[config.mk]
export PLATFORM = sky130hd
export DESIGN_NAME = fetch_pc_gen
export DESIGN_NICKNAME = d
export VERILOG_FILES = /design/src/rtl/fetch_pc_gen.sv
export SDC_FILE = /design/constraint.sdc
export NUM_CORES = 1
export LEC_CHECK = 0
export ABC_AREA = 1
export BUFFER_PORTS_ARGS = -buffer_cell sky130_fd_sc_hd__clkbuf_2
export CORE_ASPECT_RATIO = 0.6
export CORE_MARGIN = 2
export CORE_UTILIZATION = 38
export DETAILED_ROUTE_END_ITERATION = 12
export PLACE_DENSITY = 0.65
export SLEW_MARGIN = 20
export SYNTH_ARGS = -nofsm -noshare
export SYNTH_HDL_FRONTEND = slang
export SYNTH_SLANG_ARGS = --single-unit
[constraint.sdc]
create_clock -name clk -period 1.8 [get_ports clk]
set_input_delay 0 -clock clk [delete_from_list [all_inputs] [get_ports clk]]
set_output_delay 0 -clock clk [all_outputs]
set_load 0.005 [all_outputs]
[src/rtl/fetch_pc_gen.sv]
// fetch_pc_gen: fetch PC generator with prioritised trap/branch redirects, stall-held pending redirect and epoch
`ifndef PC_RESET
`define PC_RESET 32'h0000_2000
`endif
module fetch_pc_gen #(
    parameter int XLEN = 32,
    parameter logic [XLEN-1:0] RESET_VECTOR = `PC_RESET,
    parameter int IALIGN = 32,
    parameter int EPOCH_W = 2
) (
    input  logic               clk,
    input  logic               reset,
    input  logic               stall,
    input  logic               trap_valid,
    input  logic [XLEN-1:0]    trap_vector,
    input  logic               redirect_valid,
    input  logic [XLEN-1:0]    redirect_target,
    output logic [XLEN-1:0]    pc,
    output logic [XLEN-1:0]    next_pc,
    output logic [EPOCH_W-1:0] epoch,
    output logic               redirect_pending,
    output logic               target_misaligned
);
    localparam int LSB = (IALIGN == 16) ? 1 : 2;
    localparam logic [XLEN-1:0] MASK = ~((XLEN'(1) << LSB) - XLEN'(1));
    logic [XLEN-1:0]    r_pc;
    logic               r_pend_valid;
    logic               r_pend_trap;
    logic [XLEN-1:0]    r_pend_target;
    logic [EPOCH_W-1:0] r_epoch;
    logic [XLEN-1:0]    w_trap_t;
    logic [XLEN-1:0]    w_br_t;
    logic [XLEN-1:0]    w_sel;
    logic               w_redirect_sel;
    always_comb begin
        w_trap_t = trap_vector & MASK;
        w_br_t = redirect_target & MASK;
        w_sel = trap_valid ? w_trap_t : redirect_valid ? w_br_t : r_pend_valid ? r_pend_target : r_pc + XLEN'(4);
        w_redirect_sel = trap_valid | redirect_valid | r_pend_valid;
        next_pc = reset ? RESET_VECTOR : stall ? r_pc : w_sel;
        target_misaligned = !reset && (trap_valid ? |(trap_vector & ~MASK) : redirect_valid && |(redirect_target & ~MASK));
    end
    always_ff @(posedge clk) begin
        if (reset) begin
            r_pc <= RESET_VECTOR - XLEN'(4);
            r_pend_valid <= 1'b0;
            r_pend_trap <= 1'b0;
            r_pend_target <= '0;
            r_epoch <= '0;
        end else if (!stall) begin
            r_pc <= w_sel;
            r_pend_valid <= 1'b0;
            if (w_redirect_sel) r_epoch <= r_epoch + EPOCH_W'(1);
        end else if (trap_valid) begin
            r_pend_valid <= 1'b1;
            r_pend_trap <= 1'b1;
            r_pend_target <= w_trap_t;
        end else if (redirect_valid && !(r_pend_valid && r_pend_trap)) begin
            // a held trap is never displaced by a later branch
            r_pend_valid <= 1'b1;
            r_pend_trap <= 1'b0;
            r_pend_target <= w_br_t;
        end
    end
    assign pc = r_pc;
    assign epoch = r_epoch;
    assign redirect_pending = r_pend_valid;
endmodule

==> flow_summary.json <==
{
  "finalHoldViolCount": 0,
  "dp_cells": 991,
  "wl_per_cell_um": 16.5,
  "syn_to_final_growth_pct": 60.6,
  "root_buffer": "clkbuf_16",
  "maxSlewHeadroom_pct": 66.4,
  "rsz0062_at_grt": "true",
  "cts_buffer_depth": 2,
  "max-vdd-ir-drop_uv": 512,
  "wirelength_mm": 18.0,
  "syn_area_um2": 4280,
  "synthAdderAreaFrac_pct": 0.293,
  "arrival_ns": 2.01,
  "fp.dieH_um": 86.2,
  "min_period_over_period_pct": 112,
  "setup-violations-final": 24,
  "die_area_um2": 12100,
  "fillers": 992,
  "worst_ep_required_time_ns": 1.80,
  "dieWidth_um": 141,
  "drt_pass1_iterations": 5,
  "io_pins": 137,
  "antennaDiodeCount": 0,
  "report.final.slew_viol_count": 0,
  "synth-seq-area-share_pct": 30.9,
  "io_buffers": 136,
  "fin_worst_skew_ns": 0.00630,
  "synth_xor_area_share_pct": 0.615,
  "hp-class": "input port to register",
  "worst_skew_pair.late_latency_ns": 0.35,
  "final_layout_size_suffix_gt1_share_pct": 35.8,
  "dpl.hpwl_mm": 11.9,
  "status": "complete, but fails checks",
  "synth_top_family_by_area": "simple AND/OR/NAND/NOR gates",
  "rrSetupSlack_ns": 0.08,
  "cts_sinks": 66,
  "vias": 5824,
  "grt_pass1_wl_mm": 27.3,
  "post-route-cell-area_um2": 6860,
  "syn_nets": 787,
  "initial_core_util_pct": 39.7,
  "grt_usage_pct": 28.6,
  "maxCapViolCount": 0,
  "crit_type": "register to output port",
  "postPlaceCellArea_um2": 5270,
  "gp_congestion": 0.923,
  "numCtsBuffers": 9,
  "grt_antenna_before_repair": 0,
  "yosys_warnings": 0,
  "h-tree-depth": 3,
  "synth_area_leaders": "dfxtp_1 (31%), nand2_1 (22%), a21oi_1 (6.8%)",
  "period_minus_slack_ns": 2.01,
  "synthMuxAreaShare_pct": 0,
  "synth_top_area_share_pct": 30.9,
  "synth.distinct_cells": 33,
  "cts_tree": "done",
  "max_freq_mhz": 497,
  "path_clk_slew_ns": 0.06,
  "ys_seq_elements": 66,
  "synthCells": 717,
  "overflow": 0,
  "worst_slack_ns": -0.211,
  "drt_iter0_markers": 412,
  "drc": 0,
  "critPathCaptureType": "output port",
  "power_density_nw_per_um2": 726,
  "cp_max_fo": 5,
  "grt_pass1_vias": 5444,
  "hold_ws_ns": 0.0339,
  "rows": 29,
  "final_antenna_net_count": 0,
  "final_nets": 1022,
  "synth_area_leader_cell": "dfxtp_1",
  "finalNonFillerCells": 1095,
  "syn_area_per_cell_um2": 5.96,
  "critPathLaunchType": "register",
  "core_um2": 10800,
  "violations": "setup timing",
  "grt_max_degree": 52,
  "synth_simple_gate_area_share_pct": 37.5,
  "regArea_um2": 1370,
  "multi_input_area_um2": 2890,
  "synth_compound_area_share_pct": 21.0,
  "cellLeakagePower_nw": 3.46,
  "worst_pin_slew_ns": 0.503,
  "avgViaCountPerCell": 5.32
}
## placed cells by master (no fill, tap or decap), types with 7 or more instances in the layout
master         count
dlygate4sd3_1     54
a211oi_1           7
a21oi_1           51
buf_2             11
a31oi_1           24
nor2_2            10
inv_1             58
a21oi_2            8
buf_6              8
buf_4             58
o21ai_0           48
nand2_2           30
clkbuf_16         10
nand2_1          218
dfxtp_2           12
dfxtp_4            8
nor2_1            41
nand3_2           18
nor2_4            13
dfxtp_1           46
o21ai_2            7
clkbuf_2         125
nand3_1           39
## metal layers
layer / part of all wire, % / track usage (%) / up-vias
met5: 0 / 0 / -
met4: 2.1 / 8.18 / 0
met3: 8.9 / 5.53 / 41
met2: 42 / 43.9 / 302
met1: 47 / 40.9 / 2663
li1: - / - / 2818
## kinds of logic (layout without fill, tap and decap cells)
kind of cell             count (synthesis)  in the layout
AO/OA/AOI/OAI                          163            163
AND/OR/NAND/NOR                        382            382
buffers and inverters                  102            341
adder cells (fa/ha/maj)                  1              1
flip-flops                              66             66
XOR/XNOR                                 3              3
## Yosys cell counts
cell / n
nor3_2: 1
inv_1: 64
a31oi_1: 24
and3_1: 1
buf_4: 2
o21bai_2: 1
nor3b_1: 1
a21oi_1: 58
or2_1: 1
nand4_1: 1
nor2_2: 3
inv_2: 1
nand2_2: 1
buf_1: 4
o211ai_1: 6
buf_2: 17
o21ai_1: 4
clkbuf_1: 14
o21ai_0: 57
o21bai_1: 3
dfxtp_1: 66
nand3_1: 58
nor2_1: 54
o22ai_1: 1
nor2_4: 7
nand2_4: 2
xor2_1: 3
a21oi_2: 1
nor3_1: 2
a22oi_1: 1
ha_1: 1
nand2_1: 250
a211oi_1: 7
## timing repair
item,in CTS,in global routing
hold buffers,54,0
pin swaps,24,39
hold endpoints to repair,30,0
setup endpoints to repair,25,31
buffers inserted,23,13
cloned,0,1
resized for setup,85,77
## path summary, 6_finish.rpt
kind,start,cells past startpoint,to
worst min-delay path,trap_vector[27],5,r_pend_target[27]$_SDFFE_PP0P_
worst max-delay path,pc[3]$_SDFF_PP1_,11,next_pc[21]
worst min register to register,r_pend_trap$_SDFFE_PP0P_,2,r_pend_trap$_SDFFE_PP0P_
worst max register to register,pc[3]$_SDFF_PP1_,11,pc[21]$_SDFF_PP0_
## cell type report
class	instances	share of cell area [%]
timing repair buffer	261	27.0
inverter	65	3.81
clock buffer	13	3.79
tap	139	2.53
multi-input combinational	549	42.1
clock inverter	2	0.875
sequential	66	19.9
## worst max-delay path, cell delays in order (launching register included)
cell and delay (ns):
dfxtp_4 0.37, buf_6 0.11, nand2_4 0.06, nor2_4 0.15, nand2_4 0.12, buf_12 0.15, nor2_4 0.14, a21oi_1 0.08
o21ai_1 0.15, nand3_2 0.12, nand2_1 0.09, clkbuf_2 0.11
## state kept, by name, summed over array words and instances, names as in the netlist
name / count
epoch: 2
r_pend_trap: 1
redirect_pending: 1
r_pend_target: 30
pc: 32
## per-stage QoR
stage,setup TNS [ns],utilization [%],power [mW],worst slack (ns)
floorplan,0,-,2.24,0.322
global placement,0,48.9,2.67,0.0303
detailed placement,0,48.9,2.68,0.0236
CTS,-2.40,60.7,4.85,-0.172
global route,-5.34,63.7,5.20,-0.293
finish,-2.84,63.7,4.98,-0.211
## where the power goes
group | leakage [nW] | switching (mW) | internal, mW
sequential | 0.552 | 0.104 | 1.58
clock | 0.156 | 0.680 | 1.28
combinational | 2.75 | 0.738 | 0.599
total | 3.46 | 1.52 | 3.46
(Power assumes the default switching activity.)
